$ cat src/rtl/rvb_issue.sv
// Issue/decode stage in front of the bit-manipulation ALU: decodes and legality-checks
// each instruction, buffers it in a 2-entry registered FIFO and keeps hand-off statistics.
module rvb_issue #(
  parameter int XLEN = 64,
  parameter int TAGW = 4
) (
  input  logic            clock,
  input  logic            resetn,
  input  logic            flush,
  input  logic            in_valid,
  output logic            in_ready,
  input  logic [31:0]     in_insn,
  input  logic [XLEN-1:0] in_rs1,
  input  logic [XLEN-1:0] in_rs2,
  input  logic [XLEN-1:0] in_rs3,
  input  logic [TAGW-1:0] in_tag,
  output logic            out_valid,
  input  logic            out_ready,
  output logic [XLEN-1:0] out_rs1,
  output logic [XLEN-1:0] out_rs2,
  output logic [XLEN-1:0] out_rs3,
  output logic            out_insn3,
  output logic            out_insn5,
  output logic            out_insn12,
  output logic            out_insn13,
  output logic            out_insn14,
  output logic            out_insn25,
  output logic            out_insn26,
  output logic            out_insn27,
  output logic            out_insn30,
  output logic [TAGW-1:0] out_tag,
  output logic            out_illegal,
  output logic [15:0]     cnt_issued,
  output logic [15:0]     cnt_illegal
);

  typedef struct packed {
    logic [XLEN-1:0] rs1;
    logic [XLEN-1:0] rs2;
    logic [XLEN-1:0] rs3;
    logic [8:0]      b;
    logic [TAGW-1:0] tag;
    logic            ill;
  } entry_t;

  localparam logic IS_RV64 = (XLEN == 64);

  entry_t      slot0_q, slot0_d, slot1_q, slot1_d;
  logic [1:0]  count_q, count_d;
  logic        in_ready_q, in_ready_d;
  logic [15:0] cnt_issued_q, cnt_issued_d, cnt_illegal_q, cnt_illegal_d;

  logic [6:0]  opcode;
  logic [2:0]  funct3;
  logic [8:0]  dec_b;
  logic        hi_zero, op_b_hit, w_b_hit;
  logic        op_legal, cm_legal, w_legal, addiwu;
  entry_t      new_entry;
  logic        push, pop;
  logic [1:0]  remaining;

  // Register-specifier fields are not needed by the ALU.
  logic unused_insn_bits;
  assign unused_insn_bits = ^{in_insn[19:15], in_insn[11:7]};

  always_comb begin
    opcode   = in_insn[6:0];
    funct3   = in_insn[14:12];
    dec_b    = {in_insn[30], in_insn[27], in_insn[26], in_insn[25],
                in_insn[14:12], in_insn[5], in_insn[3]};
    hi_zero  = !in_insn[31] && !in_insn[29] && !in_insn[28];
    op_b_hit = 1'b0;
    w_b_hit  = 1'b0;
    case (dec_b)
      9'b010110010, 9'b010110110, 9'b010111010, 9'b010111110,
      9'b100011110, 9'b100011010, 9'b100010010, 9'b010010010,
      9'b010011110, 9'b110010010, 9'b000000110, 9'b000001010,
      9'b000001110: op_b_hit = 1'b1;
      default:      op_b_hit = 1'b0;
    endcase
    case (dec_b)
      9'b010010011, 9'b110010011, 9'b010100011, 9'b110100011,
      9'b010000011, 9'b110000011, 9'b000000111, 9'b000001011,
      9'b000001111: w_b_hit = 1'b1;
      default:      w_b_hit = 1'b0;
    endcase

    op_legal = (opcode == 7'b0110011) && !in_insn[26] && hi_zero && op_b_hit;
    // CMIX/CMOV use bits 31:27 for rs3, so no upper-bit constraint applies.
    cm_legal = (opcode == 7'b0110011) && in_insn[26] && in_insn[25] && (funct3[1:0] == 2'b01);
    w_legal  = IS_RV64 && (opcode == 7'b0111011) && hi_zero && w_b_hit;
    addiwu   = IS_RV64 && (opcode == 7'b0011011) && (funct3 == 3'b100);

    new_entry.rs1 = in_rs1;
    new_entry.rs2 = addiwu ? {{(XLEN-12){in_insn[31]}}, in_insn[31:20]} : in_rs2;
    new_entry.rs3 = in_rs3;
    new_entry.b   = dec_b;
    new_entry.tag = in_tag;
    new_entry.ill = !(op_legal || cm_legal || w_legal || addiwu);
  end

  assign push = in_valid && in_ready_q;
  assign pop  = (count_q != 2'd0) && out_ready;

  always_comb begin
    slot0_d       = slot0_q;
    slot1_d       = slot1_q;
    count_d       = count_q;
    cnt_issued_d  = cnt_issued_q;
    cnt_illegal_d = cnt_illegal_q;
    remaining     = count_q - {1'b0, pop};
    if (flush) begin
      count_d = 2'd0;
    end else begin
      if (pop) begin
        slot0_d = slot1_q;
        if (slot0_q.ill) begin
          cnt_illegal_d = (cnt_illegal_q == 16'hFFFF) ? cnt_illegal_q : cnt_illegal_q + 16'd1;
        end else begin
          cnt_issued_d = (cnt_issued_q == 16'hFFFF) ? cnt_issued_q : cnt_issued_q + 16'd1;
        end
      end
      // New entry lands in the first slot left free after any pop.
      if (push) begin
        if (remaining == 2'd0) slot0_d = new_entry;
        else                   slot1_d = new_entry;
      end
      count_d = remaining + {1'b0, push};
    end
    in_ready_d = (count_d != 2'd2);
  end

  always_ff @(posedge clock or negedge resetn) begin
    if (!resetn) begin
      slot0_q       <= '0;
      slot1_q       <= '0;
      count_q       <= 2'd0;
      in_ready_q    <= 1'b1;
      cnt_issued_q  <= 16'd0;
      cnt_illegal_q <= 16'd0;
    end else begin
      slot0_q       <= slot0_d;
      slot1_q       <= slot1_d;
      count_q       <= count_d;
      in_ready_q    <= in_ready_d;
      cnt_issued_q  <= cnt_issued_d;
      cnt_illegal_q <= cnt_illegal_d;
    end
  end

  assign in_ready    = in_ready_q;
  assign out_valid   = (count_q != 2'd0);
  assign out_rs1     = slot0_q.rs1;
  assign out_rs2     = slot0_q.rs2;
  assign out_rs3     = slot0_q.rs3;
  assign out_insn30  = slot0_q.b[8];
  assign out_insn27  = slot0_q.b[7];
  assign out_insn26  = slot0_q.b[6];
  assign out_insn25  = slot0_q.b[5];
  assign out_insn14  = slot0_q.b[4];
  assign out_insn13  = slot0_q.b[3];
  assign out_insn12  = slot0_q.b[2];
  assign out_insn5   = slot0_q.b[1];
  assign out_insn3   = slot0_q.b[0];
  assign out_tag     = slot0_q.tag;
  assign out_illegal = slot0_q.ill;
  assign cnt_issued  = cnt_issued_q;
  assign cnt_illegal = cnt_illegal_q;

endmodule

$ cat config.mk
export PLATFORM = sky130hd
export DESIGN_NAME = rvb_issue
export DESIGN_NICKNAME = d
export VERILOG_FILES = /design/src/rtl/rvb_issue.sv
export SDC_FILE = /design/constraint.sdc
export NUM_CORES = 1
export LEC_CHECK = 0
export ABC_AREA = 1
export BUFFER_PORTS_ARGS = -buffer_cell sky130_fd_sc_hd__buf_4
export CAP_MARGIN = 20
export CORE_MARGIN = 5
export CORE_UTILIZATION = 38
export DETAILED_ROUTE_END_ITERATION = 12
export RECOVER_POWER = 50
export SKIP_LAST_GASP = 1
export SYNTH_ARGS = -nofsm -noshare
export SYNTH_HDL_FRONTEND = slang
export SYNTH_SLANG_ARGS = --single-unit
$ cat constraint.sdc
create_clock -name clock -period 2.3 [get_ports clock]
set_input_delay 0.23 -clock clock [delete_from_list [all_inputs] [get_ports clock]]
set_output_delay 0.23 -clock clock [all_outputs]
set_load 0.1 [all_outputs]
=== Yosys cells after proc, flatten, opt, wreduce, memory -nomap -nowiden ===
Index checks and enable logic that the tools add are counted.

* Add/subtract/negate cells: 4
* Equal/unequal tests: 30
* Mux-type cells: 7
* Bitwise gates (word level): 5
* Reductions and logical operators: 28

{| class="wikitable"
|+ Operator list
! kind !! count
|-
| 206-bit 2-to-1 mux || 3
|-
| 9-bit by 8-bit == test with 1-bit output (second input constant) || 9
|-
| 64-bit 2-to-1 mux || 1
|-
| 9-bit == test (second input constant) || 7
|-
| 9-bit by 4-bit == test with 1-bit output (second input constant) || 4
|-
| 16-bit by 1-bit adder with 16-bit output (second input constant) || 2
|-
| 16-bit == test (second input constant) || 2
|-
| 9-bit by 3-bit == test with 1-bit output (second input constant) || 2
|-
| 7-bit by 6-bit == test with 1-bit output (second input constant) || 2
|-
| 1-bit logical AND || 13
|-
| 13-bit OR reduction || 1
|-
| 9-bit OR reduction || 1
|-
| 4-bit AND reduction || 2
|-
| 7-bit by 5-bit == test with 1-bit output (second input constant) || 1
|-
| 1-bit logical NOT || 5
|-
| 1-bit NOT || 5
|-
| 3-bit == test (second input constant) || 1
|-
| 1-bit logical OR || 3
|-
| 3-bit AND reduction || 1
|-
| 2-bit by 1-bit adder with 2-bit output || 1
|-
| 2-bit by 1-bit == test with 1-bit output (second input constant) || 1
|-
| 2-bit logical NOT || 1
|-
| 1-bit 2-to-1 mux || 2
|-
| 2-bit 2-to-1 mux || 1
|-
| 3 further kinds || 3
|}

* Bits in registers: 447
* Input bits: 233
* Output and inout bits: 240
* Logic and storage cells: 90

=== Depth between registers and ports, before layout ===
Gate-level depths: netlist of the first run.

* Word-level depth: 11
* Gate-level depth with buffers: 14
* Mapped depth without buffers: 11

=== Worst setup path after synthesis of the first run ===
No wires, ideal clock.

* Kind: reg-to-reg
* Start point: register count_q[1]
* End point: register slot0_q, in the netlist out_rs1[10]
* Setup time: 0.123 ns
* Data arrival time: 2.513 ns
* Data required time: 2.177 ns
* Setup slack: -0.337 ns
* Stages on the path, launching flop included: 14
* Clock period less this slack: 2.637 ns
* Cell sequence: dfrtp_1 or2_4 nand2_2 inv_2 buf_2 buf_2 ha_1 xnor2_2 nand3_2 buf_2 buf_2 buf_2 o31ai_1 nor2_1

* Word-level cells in the longest chain between the ends: 6

{| class="wikitable"
|+ Ends and longest elaborated chain
! what !! RTL line !! RTL
|-
| from (decl) || 49 || <nowiki>logic [1:0] count_q, count_d;</nowiki>
|-
| from (signal assigned) || 144 || <nowiki>count_q <= count_d;</nowiki>
|-
| 2-bit nonzero test * || -- ||
|-
| via out_valid || 17 || <nowiki>output logic out_valid,</nowiki>
|-
| 1-bit logical AND * || 103 || <nowiki>assign pop = (count_q != 2'd0) && out_ready;</nowiki>
|-
| 2-bit by 1-bit subtractor with 2-bit output || 111 || <nowiki>remaining = count_q - {1'b0, pop};</nowiki>
|-
| 2-bit logical NOT || 125 || <nowiki>if (remaining == 2'd0) slot0_d = new_entry;</nowiki>
|-
| 206-bit 2-to-1 mux || 125 ||
|-
| 206-bit 2-to-1 mux * || 124 || <nowiki>if (push) begin</nowiki>
|-
| to (signal assigned) || 142 || <nowiki>slot0_q <= slot0_d;</nowiki>
|-
| to (decl) || 48 || <nowiki>entry_t slot0_q, slot0_d, slot1_q, slot1_d;</nowiki>
|}

The timed path passes the listed nets; every way through them passes the cells marked *.
A chain may end at the register's enable or synchronous reset.

=== Worst setup path in the final report of the first run ===
* Start point: register count_q[0]
* End point: register slot0_q, in the netlist out_rs1[18]

* Word-level cells in the longest chain between the ends: 6

{| class="wikitable"
|+ Ends and longest elaborated chain
! what !! RTL line
|-
| 2-bit nonzero test || 103
|-
| 1-bit logical AND || 103
|-
| 2-bit by 1-bit subtractor with 2-bit output || 111
|-
| 2-bit logical NOT || 125
|-
| 206-bit 2-to-1 mux || 125
|-
| 206-bit 2-to-1 mux * || 124
|}

Every way passes the cells marked *; elsewhere a longest branch is shown, timed or not.

==> results of run 1 <==
[how the worst max path moves through the flow]
stage	end	startpoint	slack, ps
floorplan	out_rs1[10]$_DFFE_PN0N_	count_q[1]$_DFF_PN0_	-230
finish	out_rs1[18]$_DFFE_PN0N_	count_q[0]$_DFF_PN0_	20
CTS	out_rs3[6]$_DFFE_PN0N_	count_q[1]$_DFF_PN0_	-40
global placement	out_insn3$_DFFE_PN0N_	count_q[1]$_DFF_PN0_	-10
detailed placement	out_insn3$_DFFE_PN0N_	count_q[1]$_DFF_PN0_	-70
global route	out_rs3[50]$_DFFE_PN0N_	count_q[0]$_DFF_PN0_	-70
[worst min-delay path, cell delays in order]
cell and delay, ps:
buf_4 110, nor3_2 50, nor3b_2 160
[stage by stage]
step	std cells	hold slack [ps]
finish	4013	10.4
global route	4008	14.6
CTS	3993	1.76
detailed placement	3689	226
global placement	3689	220
floorplan	2576	-65.6
[repair_timing]
action / in CTS / in global routing
resized for setup: 8 / 77
pin swaps: 4 / 24
setup buffers: 5 / 6
gates cloned: 2 / 5
setup endpoints to repair: 84 / 242
hold endpoints to repair: 445 / 0
hold buffers: 206 / 0
[per-layer routing]
metal	share of wire [%]	vias to the layer above
met5	0.084	-
met1	42	10100
li1	-	9792
met2	48	714
met3	7.1	145
met4	2.6	10
[area by class of cell]
cell class                      count  share of cell area, %
Inverter                          198                   2.55
Timing Repair Buffer              781                   22.5
Clock buffer                       73                   4.91
Sequential cell                   447                   37.1
Multi-Input combinational cell   1738                   28.9
Tap cell                          748                   3.11
Antenna cell                       10                 0.0830
Clock inverter                     18                  0.880
[logic make-up after synthesis]
family          after synthesis  synth area share [%]
fa+ha+maj                     4                 0.237
simple gates               1269                  26.6
xor+xnor                     26                  1.11
compound gates              439                  11.5
buf+inv                     391                  7.52
flops                       447                  53.0
[cells in the final DEF (no fill, tap or decap), drive strengths merged]
master	n
nand2	656
buf	472
dfrtp	446
nor2	264
o21ai	250
dlygate4sd3	206
inv	199
clkbuf	174
nand4	136
nor3	90
nor3b	77
a21oi	65
o31ai	63
a31oi	60
nand3	44
xor2	18
diode	10
clkinv	10
xnor2	8
bufinv	6
ha	4
or2	1
o211ai	1
nand3b	1
clkinvlp	1
bufbuf	1
dfstp	1
dlymetal6s4s	1
[power by group]
group / internal, W / total [W] / switching [W]
Combinational: 0.00680 / 0.0288 / 0.0220
Sequential: 0.0115 / 0.0137 / 0.00220
Clock: 0.00514 / 0.00852 / 0.00338
Total: 0.0235 / 0.0510 / 0.0275
[registers in the layout, indices dropped and copies added (netlist names), 2 cells and up]
| signal | flops |
|---|---|
| slot1_q | 206 |
| out_rs1 | 64 |
| out_rs2 | 64 |
| out_rs3 | 64 |
| cnt_illegal | 16 |
| cnt_issued | 16 |
| out_tag | 4 |
| count_q | 2 |
==> flow_summary.html, run 1 <==
<table>
<tr><th>Metric</th><th>Value</th></tr>
<tr><th colspan="2">Status</th></tr>
<tr><td>Result of the run</td><td>complete, no violations</td></tr>
<tr><th colspan="2">Setup path</th></tr>
<tr><td>Family of cells with the greatest summed delay on the critical path</td><td>simple AND/OR/NAND/NOR gates</td></tr>
<tr><td>Cell chain of the critical path</td><td>or2_4, nand2_4, inv_6, ha_4, xnor2_4, nand3_4, buf_4, buf_12, o31ai_1, nor2_1</td></tr>
<tr><td>Critical Path Source Type</td><td>flop</td></tr>
<tr><td>Max incr delay on CP</td><td>430 ps</td></tr>
<tr><td>Launch point of the worst reg-to-reg path</td><td>count_q[0]$_DFF_PN0_</td></tr>
<tr><td>Required time at the endpoint of the critical path</td><td>2760 ps</td></tr>
<tr><td>CP max stage cell</td><td>o31ai_1</td></tr>
<tr><td>Largest driver fanout on the critical path</td><td>41</td></tr>
<tr><td>Reg2reg path depth</td><td>10</td></tr>
<tr><td>Capture instance of the worst register-to-register path</td><td>out_rs1[18]$_DFFE_PN0N_</td></tr>
<tr><td>Critical setup path kind</td><td>reg -&gt; reg</td></tr>
<tr><td>Element type at the critical path end</td><td>flop</td></tr>
<tr><td>Endpoint arrival time on the critical path</td><td>2740 ps</td></tr>
<tr><td>CP Buf/Inv Count</td><td>3</td></tr>
<tr><td>Stages on the worst setup path</td><td>10</td></tr>
<tr><td>Worst reg-to-reg setup slack</td><td>20 ps</td></tr>
<tr><th colspan="2">GRT</th></tr>
<tr><td>Overflow left after global routing</td><td>0</td></tr>
<tr><td>Number of antenna violations at the first check in global routing</td><td>12</td></tr>
<tr><td>Met1 layer usage reported by global route</td><td>31.8%</td></tr>
<tr><td>Met3 track demand over resource in global routing</td><td>4.80%</td></tr>
<tr><td>First-pass GRT wire length</td><td>114000 µm</td></tr>
<tr><td>Most used routing layer in global routing</td><td>met2</td></tr>
<tr><td>Total routing resource utilization after global routing</td><td>23.2%</td></tr>
<tr><td>Pin count of the biggest net entering global routing</td><td>131</td></tr>
<tr><td>Number of global-route vias before repair</td><td>20400</td></tr>
<tr><td>Met2 demand-to-capacity share in global routing</td><td>37.7%</td></tr>
<tr><th colspan="2">Die</th></tr>
<tr><td>Ports</td><td>473</td></tr>
<tr><td>Area of the die</td><td>0.0604 mm²</td></tr>
<tr><td>Initial Util</td><td>38.3%</td></tr>
<tr><td>Die span in y</td><td>246 µm</td></tr>
<tr><td>Chip Width</td><td>246 µm</td></tr>
<tr><td>Core area</td><td>0.0551 mm²</td></tr>
<tr><td>Site row count</td><td>86</td></tr>
<tr><th colspan="2">Timing</th></tr>
<tr><td>Final setup margin</td><td>18.4 ps</td></tr>
<tr><td>Setup TNS</td><td>0 ps</td></tr>
<tr><td>Share of the cycle needed by the critical path after routing</td><td>99.2%</td></tr>
<tr><td>Time the final worst path needs with I/O delays and setup</td><td>2280 ps</td></tr>
<tr><td>RSZ-0062 raised after global routing</td><td>true</td></tr>
<tr><td>Final max-slew violation count</td><td>0</td></tr>
<tr><td>Worst Tran Pin Value</td><td>1450 ps</td></tr>
<tr><td>Max transition margin</td><td>3.06%</td></tr>
<tr><td>Final-report setup violation count</td><td>0</td></tr>
<tr><td>Count of final hold-check violations</td><td>0</td></tr>
<tr><td>Achievable clock frequency</td><td>438 MHz</td></tr>
<tr><td>Worst clock skew on the final layout</td><td>24.2 ps</td></tr>
<tr><th colspan="2">Synth</th></tr>
<tr><td>Nets in the synthesized netlist</td><td>2813</td></tr>
<tr><td>Top cell types by occurrence after synthesis</td><td>nand2_1 (653), dfrtp_1 (446), nor2_1 (260), o21ai_0 (200), inv_1 (193)</td></tr>
<tr><td>Cell type contributing the most total cell area after synthesis</td><td>dfrtp_1</td></tr>
<tr><td>Post-synth EDFFs</td><td>0</td></tr>
<tr><td>Number of distinct standard cells referenced by the synthesized netlist</td><td>33</td></tr>
<tr><td>Number of standard cells after synthesis</td><td>2576</td></tr>
<tr><td>Flip-flop cell with the highest count after synthesis</td><td>dfrtp_1</td></tr>
<tr><td>Async SR Flop Fraction</td><td>100%</td></tr>
<tr><td>Post-Synthesis Mean Instance Area</td><td>8.19 µm²</td></tr>
<tr><td>Yosys synthesis warning count</td><td>0</td></tr>
<tr><td>Number of flip-flops and latches in the synthesized netlist</td><td>447</td></tr>
<tr><td>Dominant cells by area after synthesis</td><td>dfrtp_1 (53%), nand2_1 (12%), o21ai_0 (4.7%), nor2_1 (4.6%), nand4_1 (4.0%)</td></tr>
<tr><td>Most common cell in the synthesized netlist</td><td>nand2_1</td></tr>
<tr><td>Synth top area share</td><td>52.9%</td></tr>
<tr><td>Syn Std Cell Area</td><td>0.0211 mm²</td></tr>
<tr><td>Part of the Yosys area used for sequential elements</td><td>53.0%</td></tr>
<tr><th colspan="2">Worst hold path</th></tr>
<tr><td>Hold Crit Start</td><td>in_insn[27]</td></tr>
<tr><td>Hold Crit Depth</td><td>3</td></tr>
<tr><td>Worst min path class</td><td>in -&gt; reg</td></tr>
<tr><td>Worst min-delay path endpoint</td><td>out_insn27$_DFFE_PN0N_</td></tr>
<tr><th colspan="2">Finish</th></tr>
<tr><td>Post-layout utilization of the core</td><td>54.7%</td></tr>
<tr><td>Fraction of final layout cells with drive strength greater than 1</td><td>22.5%</td></tr>
<tr><td>Layout-stage area growth over the synthesis result</td><td>42.8%</td></tr>
<tr><td>Filler Cells Inserted</td><td>5010</td></tr>
<tr><td>Sequential cell area</td><td>0.0112 mm²</td></tr>
<tr><td>Multi-input logic area</td><td>0.00871 mm²</td></tr>
<tr><td>Final Net Count</td><td>3454</td></tr>
<tr><td>Final standard cell area without fillers</td><td>0.0301 mm²</td></tr>
<tr><th colspan="2">Detailed routing</th></tr>
<tr><td>Post-detailed-routing wire length</td><td>73900 µm</td></tr>
<tr><td>Via count</td><td>20800</td></tr>
<tr><td>WL/cell</td><td>18.4 µm</td></tr>
<tr><td>Detailed-route vias per instance</td><td>5.17</td></tr>
<tr><td>Remaining number of nets flagged by the antenna check after routing</td><td>0</td></tr>
<tr><td>DRC violations left</td><td>0</td></tr>
<tr><td>First-iteration detailed-routing DRC count</td><td>1671</td></tr>
<tr><td>Count of TritonRoute iterations in the first routing pass</td><td>5</td></tr>
<tr><th colspan="2">Clocking</th></tr>
<tr><td>Clock latency reported for the late side of the worst-skew pair</td><td>590 ps</td></tr>
<tr><td>Cell at the root of the clock tree</td><td>clkbuf_16</td></tr>
<tr><td>Clock buffer depth</td><td>3</td></tr>
<tr><td>Clock transition at the register clock pins on the worst setup and hold paths after CTS</td><td>60 ps</td></tr>
<tr><td>TritonCTS Sinks</td><td>447</td></tr>
<tr><td>Clock buffers created by TritonCTS</td><td>51</td></tr>
<tr><td>CTS tree</td><td>built</td></tr>
<tr><td>Maximum level of the CTS H-tree</td><td>2</td></tr>
<tr><th colspan="2">Placed design</th></tr>
<tr><td>Routability Congestion</td><td>0.890</td></tr>
<tr><td>Port-buffer cells</td><td>462</td></tr>
<tr><td>HPWL after DPL</td><td>48200 µm</td></tr>
<tr><td>Placed instance area</td><td>0.0259 mm²</td></tr>
<tr><td>Setup Slack @ Placement</td><td>-75.0 ps</td></tr>
<tr><th colspan="2">Pwr</th></tr>
<tr><td>Cell area power density</td><td>1690 mW/mm²</td></tr>
<tr><td>Peak supply drop</td><td>0.00129 V</td></tr>
<tr><td>Lkg Pwr</td><td>13.8 nW</td></tr>
<tr><td>Overall power consumption</td><td>0.0510 W</td></tr>
<tr><th colspan="2">Job</th></tr>
<tr><td>Total of max-cap violations</td><td>0</td></tr>
</table>
Note: power is estimated with default switching activity, not from simulation.
==> run 2: changes to the inputs <==
CELL_PAD_IN_SITES_DETAIL_PLACEMENT = 1   (was default)
CELL_PAD_IN_SITES_GLOBAL_PLACEMENT = 2   (was default)
CORE_UTILIZATION = 29   (was 38)
PLACE_DENSITY_LB_ADDON = 0.1   (was default)
==> run 2 against run 1 <==
The flow now finishes with violations (capacitance limit, slew limit). Final cell count up 4.9%. Non-clock buffer count fell by 13. Combinational power about the same. Global-route usage decreased by 2.3 points. Register-to-register slack better by 60 ps. Via count shrank 0.31%. Maximum frequency rose by 2.5%. Final area down 0.22%. Clock skew down 8.9 ps. Clock-buffer cell count increased by 12. Sequential power barely moved. Core utilization shrank 13 points. Largest cell class unchanged.
==> flow_summary.html, run 2 (synthesis results as in run 1) <==
<table>
<tr><th>Metric</th><th>Value</th></tr>
<tr><th colspan="2">Placed design</th></tr>
<tr><td>Number of instances in the placed design</td><td>3889 (+5.4%)</td></tr>
<tr><td>HPWL after DPL</td><td>54800 µm (+14%)</td></tr>
<tr><td>Setup Slack @ Placement</td><td>-105 ps (-30.1 ps)</td></tr>
<tr><td>Routability Congestion</td><td>0.795 (-11%)</td></tr>
<tr><td>Placed instance area</td><td>0.0260 mm² (+0.47%)</td></tr>
<tr><td>Port-buffer cells</td><td>462 (unchanged)</td></tr>
<tr><th colspan="2">Detailed routing</th></tr>
<tr><td>DRC violations left</td><td>0 (unchanged)</td></tr>
<tr><td>Post-detailed-routing wire length</td><td>86200 µm (+17%)</td></tr>
<tr><td>WL/cell</td><td>20.5 µm (+11%)</td></tr>
<tr><td>Remaining number of nets flagged by the antenna check after routing</td><td>0 (unchanged)</td></tr>
<tr><td>Count of TritonRoute iterations in the first routing pass</td><td>5 (unchanged)</td></tr>
<tr><td>Detailed-route vias per instance</td><td>4.92 (-5.0%)</td></tr>
<tr><td>Via count</td><td>20700 (-0.31%)</td></tr>
<tr><td>First-iteration detailed-routing DRC count</td><td>982 (-41%)</td></tr>
<tr><th colspan="2">Timing</th></tr>
<tr><td>Final setup margin</td><td>74.6 ps (+56.2 ps)</td></tr>
<tr><td>Max transition margin</td><td>-39.3% (-42 points)</td></tr>
<tr><td>Final max-slew violation count</td><td>52 (+52)</td></tr>
<tr><td>Worst clock skew on the final layout</td><td>15.3 ps (-8.90 ps)</td></tr>
<tr><td>Final-report setup violation count</td><td>0 (unchanged)</td></tr>
<tr><td>Share of the cycle needed by the critical path after routing</td><td>96.8% (-2.4 points)</td></tr>
<tr><td>RSZ-0062 raised after global routing</td><td>true</td></tr>
<tr><td>Count of final hold-check violations</td><td>0 (unchanged)</td></tr>
<tr><td>Achievable clock frequency</td><td>449 MHz (+2.5%)</td></tr>
<tr><td>Time the final worst path needs with I/O delays and setup</td><td>2230 ps (-56.2 ps)</td></tr>
<tr><td>Worst Tran Pin Value</td><td>2090 ps (+635 ps)</td></tr>
<tr><th colspan="2">Die</th></tr>
<tr><td>Die span in y</td><td>280 µm (+14%)</td></tr>
<tr><td>Area of the die</td><td>0.0783 mm² (+30%)</td></tr>
<tr><td>Site row count</td><td>99 (+15%)</td></tr>
<tr><td>Ports</td><td>473 (unchanged)</td></tr>
<tr><td>Initial Util</td><td>29.1% (-9.2 points)</td></tr>
<tr><td>Core area</td><td>0.0726 mm² (+32%)</td></tr>
<tr><td>Chip Width</td><td>280 µm (+14%)</td></tr>
<tr><th colspan="2">Status</th></tr>
<tr><td>Failing checks</td><td>capacitance limit, slew limit</td></tr>
<tr><td>Result of the run</td><td>finished, violations left</td></tr>
<tr><th colspan="2">GRT</th></tr>
<tr><td>Met1 layer usage reported by global route</td><td>27.3% (-4.5 points)</td></tr>
<tr><td>Overflow left after global routing</td><td>0 (unchanged)</td></tr>
<tr><td>Most used routing layer in global routing</td><td>met2</td></tr>
<tr><td>Pin count of the biggest net entering global routing</td><td>137 (+4.6%)</td></tr>
<tr><td>Met2 demand-to-capacity share in global routing</td><td>36.1% (-1.6 points)</td></tr>
<tr><td>Met3 track demand over resource in global routing</td><td>3.83% (-0.97 points)</td></tr>
<tr><td>First-pass GRT wire length</td><td>131000 µm (+15%)</td></tr>
<tr><td>Total routing resource utilization after global routing</td><td>20.9% (-2.3 points)</td></tr>
<tr><td>Number of global-route vias before repair</td><td>22300 (+9.4%)</td></tr>
<tr><td>Number of antenna violations at the first check in global routing</td><td>11 (-1)</td></tr>
<tr><th colspan="2">Finish</th></tr>
<tr><td>Final instance count without filler cells</td><td>4209 (+4.9%)</td></tr>
<tr><td>Commonest cells after routing, fill and taps aside</td><td>nand2_1 (651), dfrtp_1 (446), buf_4 (416)</td></tr>
<tr><td>Layout-stage area growth over the synthesis result</td><td>42.5%</td></tr>
<tr><td>Max reg flops</td><td>206 (unchanged)</td></tr>
<tr><td>Final standard cell area without fillers</td><td>0.0301 mm² (-0.22%)</td></tr>
<tr><td>Leading cell type in the layout, fill and taps excluded</td><td>nand2_1</td></tr>
<tr><td>Fraction of final layout cells with drive strength greater than 1</td><td>21.3% (-1.3 points)</td></tr>
<tr><td>Final Net Count</td><td>3446 (-0.23%)</td></tr>
<tr><td>Register bank with the most flops</td><td>slot1_q</td></tr>
<tr><td>Filler Cells Inserted</td><td>8517 (+70%)</td></tr>
<tr><th colspan="2">Clocking</th></tr>
<tr><td>Clock buffer depth</td><td>3 (unchanged)</td></tr>
<tr><td>Clock latency reported for the late side of the worst-skew pair</td><td>600 ps (about the same)</td></tr>
<tr><td>Clock transition at the register clock pins on the worst setup and hold paths after CTS</td><td>60 ps (about the same)</td></tr>
<tr><td>Maximum level of the CTS H-tree</td><td>2 (unchanged)</td></tr>
<tr><td>TritonCTS Sinks</td><td>447 (unchanged)</td></tr>
<tr><td>Cell at the root of the clock tree</td><td>clkbuf_16</td></tr>
<tr><td>CTS tree</td><td>built</td></tr>
<tr><td>Clock buffers created by TritonCTS</td><td>54 (+5.9%)</td></tr>
<tr><th colspan="2">Setup path</th></tr>
<tr><td>Critical setup path kind</td><td>reg -&gt; reg</td></tr>
<tr><td>Required time at the endpoint of the critical path</td><td>2770 ps (about the same)</td></tr>
<tr><td>Largest driver fanout on the critical path</td><td>34 (-17%)</td></tr>
<tr><td>Element type at the critical path end</td><td>flop</td></tr>
<tr><td>Capture instance of the worst register-to-register path</td><td>out_rs3[60]$_DFFE_PN0N_</td></tr>
<tr><td>Crit path to</td><td>out_rs3[60]$_DFFE_PN0N_</td></tr>
<tr><td>Reg2reg path depth</td><td>11 (+1)</td></tr>
<tr><td>Endpoint arrival time on the critical path</td><td>2690 ps (-50 ps)</td></tr>
<tr><td>Startpoint of the worst setup timing path</td><td>count_q[1]$_DFF_PN0_</td></tr>
<tr><td>Critical Path Source Type</td><td>flop</td></tr>
<tr><td>Worst reg-to-reg setup slack</td><td>70 ps (+60 ps)</td></tr>
<tr><td>Launch point of the worst reg-to-reg path</td><td>count_q[1]$_DFF_PN0_</td></tr>
<tr><th colspan="2">Worst hold path</th></tr>
<tr><td>Worst min path class</td><td>in -&gt; reg</td></tr>
<tr><th colspan="2">Pwr</th></tr>
<tr><td>Lkg Pwr</td><td>13.7 nW (-1.0%)</td></tr>
<tr><td>Peak supply drop</td><td>0.00149 V (+15%)</td></tr>
<tr><td>Cell area power density</td><td>1690 mW/mm² (-0.35%)</td></tr>
<tr><td>Overall power consumption</td><td>0.0507 W (-0.57%)</td></tr>
<tr><th colspan="2">Job</th></tr>
<tr><td>Total of max-cap violations</td><td>1 (+1)</td></tr>
</table>
-- run 2: final cells by class --
class,instances,area (µm²),share of cell area [%]
Timing Repair inverter,2,22.5,0.0749
Timing Repair Buffer,768,6620,22.0
Inverter,198,779,2.59
Multi-Input combinational cell,1738,8560,28.5
Clock buffer,85,1640,5.46
Clock inverter,5,50.0,0.166
Antenna cell,7,17.5,0.0582
Tap cell,959,1200,3.99
Sequential cell,447,11200,37.2
-- run 2: critical path, cell delays in order, from the launching register on --
cell     delay (ps)
dfrtp_1         390
or2_4           270
nand2_4          90
inv_6            30
ha_4            160
xnor2_4         190
nand3_4         120
buf_4           160
buf_12          150
buf_12          170
nor3_1          230
nor3b_2          90
-- run 2: power breakdown --
part / switching, W / total (W) / internal [W]
sequential: 0.00219 / 0.0137 / 0.0115
clock: 0.00345 / 0.00838 / 0.00494
combinational: 0.0222 / 0.0286 / 0.00637
total: 0.0279 / 0.0507 / 0.0229
-- run 2: worst min-delay path by stage --
| stage | from | endpoint | slack (ps) | depth (start not counted) |
|---|---|---|---|---|
| 2_1_floorplan | resetn | cnt_illegal[0]$_DFFE_PN0P_ | -70 | 0 |
| 3_3_place_gp | resetn | slot1_q[152]$_DFFE_PN0P_ | 270 | 1 |
| 3_5_place_dp | resetn | slot1_q[152]$_DFFE_PN0P_ | 260 | 1 |
| 4_1_cts | in_rs2[10] | slot1_q[88]$_DFFE_PN0P_ | 0.5 | 5 |
| 5_1_grt | in_insn[12] | out_insn12$_DFFE_PN0N_ | 30 | 3 |
| 6_report | in_insn[12] | out_insn12$_DFFE_PN0N_ | 20 | 3 |
-- run 2: what timing repair did --
action	CTS	global route
endpoints found under the hold margin	418	0
hold buffers	207	0
gates resized for setup	2	51
cloned	1	9
pin swaps	1	2
setup endpoints to repair	114	257
buffers inserted	3	3
-- run 2: metrics by stage --
step | TNS, ps | hold slack (ps) | util, %
after floorplan | -53800 | -65.6 | -
after global placement | -3020 | 266 | 35.8
after CTS | -126 | 0.529 | 41.1
final | 0 | 23.3 | 41.4
after detailed placement | -3390 | 261 | 35.8
after global routing | -526 | 29.4 | 41.4
-- run 2: per-layer routing --
| layer | part of all wire, % | wire (µm) |
|---|---|---|
| met5 | 0.085 | 73 |
| met4 | 2.4 | 2080 |
| met3 | 4.8 | 4120 |
| met2 | 49 | 42000 |
| met1 | 44 | 37900 |
